### config.mk
export PLATFORM = sky130hd
export DESIGN_NAME = gcd_rr_scheduler
export DESIGN_NICKNAME = d
export VERILOG_FILES = /design/src/rtl/gcd_pkg.sv /design/src/rtl/euclidean_gcd.sv /design/src/rtl/gcd_rr_scheduler.sv
export SDC_FILE = /design/constraint.sdc
export NUM_CORES = 1
export LEC_CHECK = 0
export CAP_MARGIN = 15
export CORE_UTILIZATION = 39
export CTS_BUF_LIST = sky130_fd_sc_hd__clkbuf_4 sky130_fd_sc_hd__clkbuf_8
export DETAILED_ROUTE_END_ITERATION = 12
export PLACE_DENSITY = 0.65
export RECOVER_POWER = 100
export REMOVE_ABC_BUFFERS = 1
export SETUP_SLACK_MARGIN = 0.3
export SLEW_MARGIN = 10
export SYNTH_ARGS = -nofsm -noshare
export SYNTH_HDL_FRONTEND = slang
export SYNTH_SLANG_ARGS = --single-unit
### constraint.sdc
create_clock -name clk -period 23 [get_ports clk]
set_input_delay 5.75 -clock clk [delete_from_list [all_inputs] [get_ports clk]]
set_output_delay 5.75 -clock clk [all_outputs]
set_load 0.05 [all_outputs]
### src/rtl/gcd_pkg.sv
// rtl/gcd_pkg.sv - shared constants and FSM state type for the GCD scheduler
package gcd_pkg;

    localparam int DEF_WIDTH = 64;
    localparam int DEF_NREQ  = 4;
    localparam int DEF_CW    = 16;

    typedef enum logic [1:0] {
        S_IDLE  = 2'd0,
        S_START = 2'd1,
        S_WAIT  = 2'd2,
        S_RESP  = 2'd3
    } state_t;

endpackage

### src/rtl/euclidean_gcd.sv
// rtl/euclidean_gcd.sv - subtractive Euclid engine with start/done pulses
module euclidean_gcd #(
    parameter int WIDTH = 64
) (
    input  logic             clk,
    input  logic             rst,
    input  logic             start,
    input  logic [WIDTH-1:0] a,
    input  logic [WIDTH-1:0] b,
    output logic             done,
    output logic [WIDTH-1:0] result
);

    logic             running;
    logic [WIDTH-1:0] x;
    logic [WIDTH-1:0] y;

    // One subtract-or-swap step per cycle; finishes when y reaches zero, so
    // b=0 returns a directly and a=0 swaps b into x before finishing.
    always_ff @(posedge clk or posedge rst) begin
        if (rst) begin
            running <= 1'b0;
            done    <= 1'b0;
            x       <= '0;
            y       <= '0;
            result  <= '0;
        end else begin
            done <= 1'b0;
            if (start) begin
                x       <= a;
                y       <= b;
                running <= 1'b1;
            end else if (running) begin
                if (y == '0) begin
                    result  <= x;
                    done    <= 1'b1;
                    running <= 1'b0;
                end else if (x < y) begin
                    x <= y;
                    y <= x;
                end else begin
                    x <= x - y;
                end
            end
        end
    end

endmodule

### src/rtl/gcd_rr_scheduler.sv
// rtl/gcd_rr_scheduler.sv - round-robin front end sharing one GCD engine
module gcd_rr_scheduler
    import gcd_pkg::*;
#(
    parameter int WIDTH = DEF_WIDTH,
    parameter int NREQ  = DEF_NREQ,
    parameter int CW    = DEF_CW,
    localparam int IW   = (NREQ > 1) ? $clog2(NREQ) : 1
) (
    input  logic                  clk,
    input  logic                  rst,
    input  logic [NREQ-1:0]       req_valid,
    input  logic [NREQ*WIDTH-1:0] req_a,
    input  logic [NREQ*WIDTH-1:0] req_b,
    output logic [NREQ-1:0]       req_ready,
    output logic                  rsp_valid,
    output logic [IW-1:0]         rsp_id,
    output logic [WIDTH-1:0]      rsp_result,
    output logic [CW-1:0]         rsp_cycles,
    output logic                  busy
);

    state_t           state;
    state_t           state_nxt;
    logic [IW-1:0]    rr_ptr;
    logic [IW-1:0]    grant_id;
    logic             grant_any;
    logic             handshake;
    logic [IW-1:0]    job_id;
    logic [WIDTH-1:0] job_a;
    logic [WIDTH-1:0] job_b;
    logic [CW-1:0]    cnt;
    logic             eng_start;
    logic             eng_done;
    logic [WIDTH-1:0] eng_result;
    int               idx;

    // Round-robin winner: first valid requester at or after rr_ptr, wrapping.
    always_comb begin
        grant_any = 1'b0;
        grant_id  = '0;
        idx       = 0;
        for (int k = NREQ - 1; k >= 0; k--) begin
            idx = int'(rr_ptr) + k;
            if (idx >= NREQ) begin
                idx = idx - NREQ;
            end
            if (req_valid[idx]) begin
                grant_any = 1'b1;
                grant_id  = idx[IW-1:0];
            end
        end
    end

    // Only the winner sees ready, and only while the engine is free.
    always_comb begin
        req_ready = '0;
        if (state == S_IDLE && grant_any) begin
            req_ready[grant_id] = 1'b1;
        end
    end

    assign handshake = (state == S_IDLE) && grant_any;

    // State register.
    always_ff @(posedge clk or posedge rst) begin
        if (rst) begin
            state <= S_IDLE;
        end else begin
            state <= state_nxt;
        end
    end

    // Next-state logic.
    always_comb begin
        state_nxt = state;
        case (state)
            S_IDLE:  if (handshake) state_nxt = S_START;
            S_START: state_nxt = S_WAIT;
            S_WAIT:  if (eng_done) state_nxt = S_RESP;
            S_RESP:  state_nxt = S_IDLE;
            default: state_nxt = S_IDLE;
        endcase
    end

    // State-decoded outputs.
    always_comb begin
        busy      = (state != S_IDLE);
        rsp_valid = (state == S_RESP);
        eng_start = (state == S_START);
    end

    // Job capture, pointer rotation, latency counting and response holding.
    always_ff @(posedge clk or posedge rst) begin
        if (rst) begin
            rr_ptr     <= '0;
            job_id     <= '0;
            job_a      <= '0;
            job_b      <= '0;
            cnt        <= '0;
            rsp_id     <= '0;
            rsp_result <= '0;
            rsp_cycles <= '0;
        end else begin
            case (state)
                S_IDLE: begin
                    if (handshake) begin
                        job_id <= grant_id;
                        job_a  <= req_a[int'(grant_id)*WIDTH +: WIDTH];
                        job_b  <= req_b[int'(grant_id)*WIDTH +: WIDTH];
                        rr_ptr <= (grant_id == IW'(NREQ - 1)) ? '0 : grant_id + 1'b1;
                    end
                end
                S_START: begin
                    cnt <= {{(CW-1){1'b0}}, 1'b1};
                end
                S_WAIT: begin
                    if (cnt != {CW{1'b1}}) begin
                        cnt <= cnt + 1'b1;
                    end
                    if (eng_done) begin
                        rsp_id     <= job_id;
                        rsp_result <= eng_result;
                        rsp_cycles <= cnt;
                    end
                end
                default: begin
                end
            endcase
        end
    end

    euclidean_gcd #(
        .WIDTH (WIDTH)
    ) u_gcd (
        .clk    (clk),
        .rst    (rst),
        .start  (eng_start),
        .a      (job_a),
        .b      (job_b),
        .done   (eng_done),
        .result (eng_result)
    );

endmodule

==> results.txt, run 1 <==
----------------------------------------------------
[Run status]
  Run status ... finished, violations left
  Violations in the final reports ... max-capacitance violations, max-slew violations

[Drt]
  Antenna-violating nets left ... 0
  Via/cell ratio ... about 5.2
  Wire length per cell after detailed routing ... approximately 18 um
  Number of DRC markers after the initial detailed-route iteration ... 1745
  First drt pass iteration count ... 6
  Remaining design rule violation count ... 0
  Detailed-route wire length ... roughly 83000 um
  Via count ... approximately 25000

[Cells and area]
  Fill cells ... 6348
  Share of final-layout standard cells stronger than drive strength 1 ... 0.0629
  Final #Nets ... ~4400
  Post-synthesis to final-layout area growth ... 31.4%
  Multi-input gate area in the final layout ... around 0.014 mm^2
  Reg area ... between 0.01 and 0.015 mm^2
  End-of-flow core utilization ... 0.521

[Clocking]
  CTS root buf ... clkbuf_8
  Post-CTS Resized ... 0
  Insertion delay to the later sink of the worst-skew pair ... between 600 and 700 ps
  # Post-CTS Setup Buffers ... 0
  Maximum buffer depth of the clock tree ... 3
  Post-CTS Hold Fix Bufs ... 0
  Sink Count ... ~430
  Clock slew seen by the registers of the worst setup and hold paths ... around 60 ps
  Clock tree from TritonCTS ... yes
  Clock buffer count from CTS ... 75
  Count of H-tree levels built during CTS ... 3

[Worst hold path]
  Worst hold-check path type ... flop to flop

[Synth]
  Async set or reset register ratio after synthesis ... 1.00
  Top-count cell post-synth ... nand2_1
  Most numerous cell types in the synthesized netlist ... nand2_1, nor2_1, dfrtp_1
  Proportion of synthesized chip area in sequential cells ... 0.415
  Yosys warnings ... 0
  Number of flops mapped to enable cells by yosys ... 0
  Area share of the largest cell type after synthesis ... 0.415
  Synth area leaders ... dfrtp_1, nand2_1, o21ai_0
  Library cell occupying the most area in the post-synthesis netlist ... dfrtp_1
  Main synth FF type ... dfrtp_1
  Post-synthesis sequential element count ... approximately 430
  Synthesized area ... around 0.026 mm^2
  Number of distinct library cells after synthesis ... 75
  Avg Cell Area, Syn ... between 7 and 8 um^2
  Instance count of the mapped netlist ... about 3300

[Timing]
  Number of pins with negative max-slew slack in the final report ... ~1400
  RSZ-0062 raised after global routing ... no
  Actual slew at the worst max-slew pin ... between 4000 and 5000 ps
  Setup-failing EPs final ... 0
  Final setup skew ... between 20 and 25 ps
  Max frequency ... about 0.055 GHz
  Max-Slew Margin vs Limit ... -2.06
  Final worst-path cycle share ... 0.789
  Post-route minimum period ... ~18000 ps
  Final hold vios ... 0
  Smallest setup slack after layout ... between 4000 and 5000 ps

[Worst setup path]
  Type of element launching the critical path ... primary input
  Worst reg-to-reg setup slack ... 12760 ps
  Sum of buffers and inverters on the critical path ... 4
  Worst endpoint required time ... 17250 ps
  Maximum fanout along the worst path ... 83
  Class of the most critical setup path ... primary input to output pin
  Largest incremental delay on the critical path ... 2430 ps
  Crit path capture type ... output pin
  Most Frequent Cell on Critical Path ... dlygate4sd3_1
  CP top delay family ... buffers and inverters
  Library cell contributing the largest single delay on the critical path ... clkbuf_1
  Crit path cell chain ... dlygate4sd3_1, nand2_1, a21oi_1, or3_1, clkbuf_1, ha_1, inv_1, nor2_1, dlygate4sd3_1
  Data arrival time of the critical path ... 12390 ps

[Global route]
  Pin count of the biggest net entering global routing ... 101
  Number of antenna violations at the first check in global routing ... 1
  Total grt overflow ... 0
  Met1 GRT Util ... 0.342
  Met2 global-route usage ... 0.394
  Met3 GRT Util ... 0.0404
  Number of global-route vias before repair ... about 24000
  First-pass GRT wire length ... between 100000 and 150000 um
  GR Util All Layers ... 0.246
  GRT Max-Usage Layer ... met2

[Die]
  Starting density of the core ... 0.396
  Total die area ... around 0.067 mm^2
  Horizontal die dimension ... about 260 um
  Area of the core ... 0.0648 mm^2
  Site row count ... a little over 90
  I/O pin cnt ... roughly 600
  Die Y ... about 260 um

[Place]
  Input/output buffers ... between 600 and 700
  Worst slack after detailed placement ... between 8000 and 9000 ps
  Detailed placement HPWL ... a little under 60000 um
  Routability congestion estimate from global placement ... between 0.9 and 1

[Run]
  Max capacitance violation total ... 21

[Power]
  Worst voltage drop across the vdd grid ... between 0.03 and 0.04 mV
  Post-route total power ... between 0.0015 and 0.002 W
  Total power per unit cell area ... about 50 mW/mm^2
  Leak Pwr ... 16.6 nW

----------------------------------------------------
cell families after synthesis:
logic type / count (synthesis) / share of synthesized area
compound gates: 747 / 0.166
xor+xnor: 63 / 0.0215
fa+ha+maj: 74 / 0.0363
buf+inv: 324 / 0.0493
flops: 426 / 0.415
mux: 150 / 0.0624
simple gates: 1554 / 0.250
layout make-up:
cell class              instances  share of cell area
clock buffers                 115              0.0430
well taps                     855              0.0317
clock inverters                17             0.00682
multi-input cells            2588               0.408
inverters                      98              0.0112
repair buffers                633               0.184
diodes                          1           0.0000741
flip-flops and latches        426               0.316
placed cells by master, fill, tap and decap left out, types with 6 or more instances in the layout:
master           instances
mux2_2                  81
nand3_1                167
nand2_1                767
nor4_1                  20
o21a_1                   7
mux2i_1                 69
a221o_1                 16
clkbuf_8                94
a21o_1                  34
o21bai_1                14
nor2b_1                  6
inv_1                   95
dlygate4sd3_1           91
a31oi_1                 12
xnor2_1                 31
nor2_1                 465
clkdlybuf4s50_1        514
o31ai_1                  9
buf_4                   11
a21oi_1                169
o21ai_0                408
clkbuf_4                21
nor3_1                  36
clkbuf_1                17
dfrtp_1                426
o21ai_1                 16
xor2_1                  32
nand4_1                 34
ha_1                    73
o221ai_1                17
or3_1                   10
and3_1                  29
sequential cells by signal, indices dropped and copies added (netlist names):
signal / cells
job_b: 64
cnt: 16
u_gcd.running: 1
job_a: 64
u_gcd.x: 64
rsp_cycles: 16
state: 2
job_id: 2
rr_ptr: 2
rsp_result: 64
u_gcd.result: 64
u_gcd.done: 1
rsp_id: 2
u_gcd.y: 64
worst register-to-register path, delay by kind of cell (launching register included):
family                   cells  cell delay (ps)
AND/OR/NAND/NOR              3             3310
buffers and inverters        5             5490
flip-flops                   1              400
adder cells (fa/ha/maj)      1              970
where the power goes:
group	internal (W)	switching, W	leakage, nW
Clock	0.000459	0.000324	0.872
Combinational	0.000105	0.0000849	9.77
Sequential	0.000750	0	5.94
Total	0.00131	0.000409	16.6
path summary, 6_finish.rpt:
kind | startpoint | to | depth (start not counted)
worst min-delay path | u_gcd.result[47] | u_gcd.result[47] | 2
min in group asynchronous | rst | job_a[5] | 2
worst max-delay path | req_valid[0] | req_ready[0] | 9
worst max register to register | state[1] | u_gcd.result[3] | 9
worst min register to register | u_gcd.result[47] | u_gcd.result[47] | 2
max in group asynchronous | rst | u_gcd.y[34] | 4
metrics by stage:
stage	area (um^2)	hold WS [ps]	setup TNS [ps]	std cells
global placement	32200	456	0	4600
detailed placement	32200	459	0	4600
floorplan	24800	442	-200	3112
global route	33700	487	0	4733
CTS	33900	474	0	4732
finish	33700	469	0	4733
per-layer routing:
metal / vias up / share of wire / wire (um)
met5: - / 0 / 0
met4: 0 / 0.019 / 1590
li1: 12300 / - / -
met2: 702 / 0.46 / 38100
met3: 107 / 0.057 / 4750
met1: 11600 / 0.46 / 38600
(Power assumes the default switching activity.)
==> inputs of run 2 (changes only) <==
--- a/config.mk
+++ b/config.mk
@@ -9,7 +9,7 @@
 export CORE_UTILIZATION = 39
 export CTS_BUF_LIST = sky130_fd_sc_hd__clkbuf_4 sky130_fd_sc_hd__clkbuf_8
 export DETAILED_ROUTE_END_ITERATION = 12
-export PLACE_DENSITY = 0.65
+export PLACE_DENSITY = 0.68
 export RECOVER_POWER = 100
 export REMOVE_ABC_BUFFERS = 1
 export SETUP_SLACK_MARGIN = 0.3
==> constraint.sdc (replaced) <==
create_clock -name clk -period 15.1 [get_ports clk]
set_input_delay 3.775 -clock clk [delete_from_list [all_inputs] [get_ports clk]]
set_output_delay 3.775 -clock clk [all_outputs]
set_load 0.05 [all_outputs]
==> run 2 against run 1 <==
The run still ends with max-capacitance violations, max-slew violations left. Clock-buffer cell count unchanged. Flip-flop and latch count unchanged. Register-to-register slack worse by 7900 ps. Global-route usage about the same. Hold slack better by 3.1 ps. Combinational power increased by 50%. Routed wire length rose by 0.24%. Critical endpoint unchanged. Highest routed layer unchanged.
==> results.txt, run 2 (same netlist as run 1, synthesis figures left out) <==
----------------------------------------------------
[Run status]
  Run status ... finished, violations left (unchanged)
  Violations in the final reports ... max-capacitance violations, max-slew violations (unchanged)

[Worst setup path]
  Class of the most critical setup path ... primary input to output pin (unchanged)
  Reg2reg start ... u_gcd.x[0] (was state[1])
  Worst endpoint required time ... 11320 ps (was 17250 ps)
  Depth of the most critical reg-to-reg path ... 15 (was 9)
  Data arrival time of the critical path ... 7780 ps (was 12390 ps)
  Last element of the critical path ... req_ready[0] (unchanged)
  Crit path capture type ... output pin (unchanged)
  Worst setup path startpoint ... req_valid[0] (unchanged)
  Maximum fanout along the worst path ... 58 (was 83)
  Reg2Reg Capture Point ... u_gcd.y[41] (was u_gcd.result[3])
  Type of element launching the critical path ... primary input (unchanged)
  Worst reg-to-reg setup slack ... 4850 ps (was 12760 ps)

[Die]
  Total die area ... 0.0669 mm^2 (unchanged)
  Starting density of the core ... 0.396 (unchanged)
  Site row count ... 93 (unchanged)
  Area of the core ... 0.0648 mm^2 (unchanged)
  Horizontal die dimension ... 259 um (unchanged)
  Die Y ... 259 um (unchanged)
  I/O pin cnt ... 606 (unchanged)

[Power]
  Worst voltage drop across the vdd grid ... 0.0412 mV (was 0.0303 mV)
  Total power per unit cell area ... 78.1 mW/mm^2 (was 51.0 mW/mm^2)
  Post-route total power ... 0.00264 W (was 0.00172 W)
  Leak Pwr ... 16.6 nW (about the same)

[Timing]
  Final setup skew ... 24.4 ps (was 21.7 ps)
  RSZ-0062 raised after global routing ... no (unchanged)
  Final hold vios ... 0 (unchanged)
  Final worst-path cycle share ... 0.765
  Actual slew at the worst max-slew pin ... 5830 ps (was 4570 ps)
  Number of pins with negative max-slew slack in the final report ... 1144 (was 1376)
  Setup-failing EPs final ... 0 (unchanged)
  Max frequency ... 0.0866 GHz
  Post-route minimum period ... 11550 ps
  Max-Slew Margin vs Limit ... -2.91 (was -2.06)

[Drt]
  First drt pass iteration count ... 5 (was 6)
  Via/cell ratio ... 5.22 (was 5.21)
  Wire length per cell after detailed routing ... 17.6 um (about the same)
  Remaining design rule violation count ... 0 (unchanged)
  Detailed-route wire length ... 83300 um (was 83100 um)
  Via count ... 24800 (was 24700)
  Number of DRC markers after the initial detailed-route iteration ... 1718 (was 1745)
  Antenna-violating nets left ... 0 (unchanged)

[Place]
  Detailed placement HPWL ... 59300 um (was 59100 um)
  Input/output buffers ... 605 (unchanged)
  Instance area after placement ... 0.0322 mm^2 (about the same)
  Routability congestion estimate from global placement ... 0.913 (about the same)

[Clocking]
  Clock buffer count from CTS ... 79 (was 75)
  Clock slew seen by the registers of the worst setup and hold paths ... 50 ps (was 60 ps)
  Post-CTS Resized ... 0 (unchanged)
  Clock tree from TritonCTS ... yes (unchanged)
  # Post-CTS Setup Buffers ... 0 (unchanged)
  CTS root buf ... clkbuf_8 (unchanged)
  Sink Count ... 426 (unchanged)
  Count of H-tree levels built during CTS ... 3 (unchanged)
  Maximum buffer depth of the clock tree ... 3 (unchanged)
  Insertion delay to the later sink of the worst-skew pair ... 670 ps (was 660 ps)
  Post-CTS Hold Fix Bufs ... 0 (unchanged)

[Cells and area]
  Multi-input gate area in the final layout ... 0.0138 mm^2 (about the same)
  Post-synthesis to final-layout area growth ... 31.7% (was 31.4%)
  Share of final-layout standard cells stronger than drive strength 1 ... 0.0657 (was 0.0629)
  Most common cell after layout, fill and taps aside ... nand2_1 (unchanged)
  Final design instance area without fill ... 0.0338 mm^2 (was 0.0337 mm^2)
  Reg area ... 0.0107 mm^2 (unchanged)
  Fill cells ... 6203 (was 6348)
  Leading cell types in the layout, fill and taps excluded ... nand2_1, clkdlybuf4s50_1, nor2_1 (unchanged)
  Final #Nets ... 4419 (was 4414)

[Run]
  Max capacitance violation total ... 19 (was 21)

[Global route]
  Pin count of the biggest net entering global routing ... 182 (was 101)
  GR Util All Layers ... 0.246 (about the same)
  Number of antenna violations at the first check in global routing ... 2 (was 1)
  Number of global-route vias before repair ... 23900 (about the same)
  First-pass GRT wire length ... 132000 um (about the same)
  Total grt overflow ... 0 (unchanged)

[Worst hold path]
  Worst Hold Depth ... 2 (unchanged)
  Worst hold-check path type ... flop to flop (unchanged)

----------------------------------------------------
==> run 2: worst min path at each step <==
stage | end | slack [ps] | startpoint
3_3_place_gp | u_gcd.result[4] | 460 | u_gcd.result[4]
3_5_place_dp | u_gcd.result[33] | 460 | u_gcd.result[33]
2_1_floorplan | u_gcd.result[10] | 440 | u_gcd.result[10]
4_1_cts | u_gcd.result[51] | 480 | u_gcd.result[51]
5_1_grt | u_gcd.result[46] | 490 | u_gcd.result[46]
6_report | u_gcd.result[51] | 470 | u_gcd.result[51]
==> run 2: routing by layer <==
layer,wire length [um],global-route usage,part of all wire,up-vias
met5,0,0,0,-
met4,1280,0.0531,0.015,0
li1,-,-,-,12300
met3,4480,0.0392,0.054,83
met1,38500,0.339,0.46,11700
met2,39000,0.405,0.47,665
==> run 2: through the flow <==
step	utilization	cells	setup TNS, ps	setup WS, ps	hold slack, ps
floorplan	-	3112	-284580	-4050	442
CTS	0.524	4739	0	4420	476
global route	0.522	4743	0	3290	489
finish	0.522	4743	0	3550	472
global placement	0.497	4601	0	4400	457
detailed placement	0.497	4601	0	4450	463
==> run 2: worst max-delay path, cell delays in order <==
cell           delay (ps)
dlygate4sd3_1         610
a21oi_1               160
o21a_1                120
o22a_1               1260
inv_8                 390
ha_1                  410
inv_1                  70
nor2_1                100
dlygate4sd3_1         850
==> run 2: power by group <==
group	leakage, nW	switching [W]	internal [W]
registers	5.94	0	0.00114
clock network	0.909	0.000503	0.000713
logic	9.79	0.000126	0.000160
total	16.6	0.000629	0.00202
==> run 2: area by class of cell <==
| cell class | count | area share |
|---|---|---|
| clock inverters | 23 | 0.00750 |
| repair buffers | 634 | 0.184 |
| well taps | 855 | 0.0316 |
| inverters | 98 | 0.0111 |
| clock buffers | 115 | 0.0436 |
| flip-flops and latches | 426 | 0.315 |
| multi-input cells | 2588 | 0.407 |
| diodes | 4 | 0.000296 |
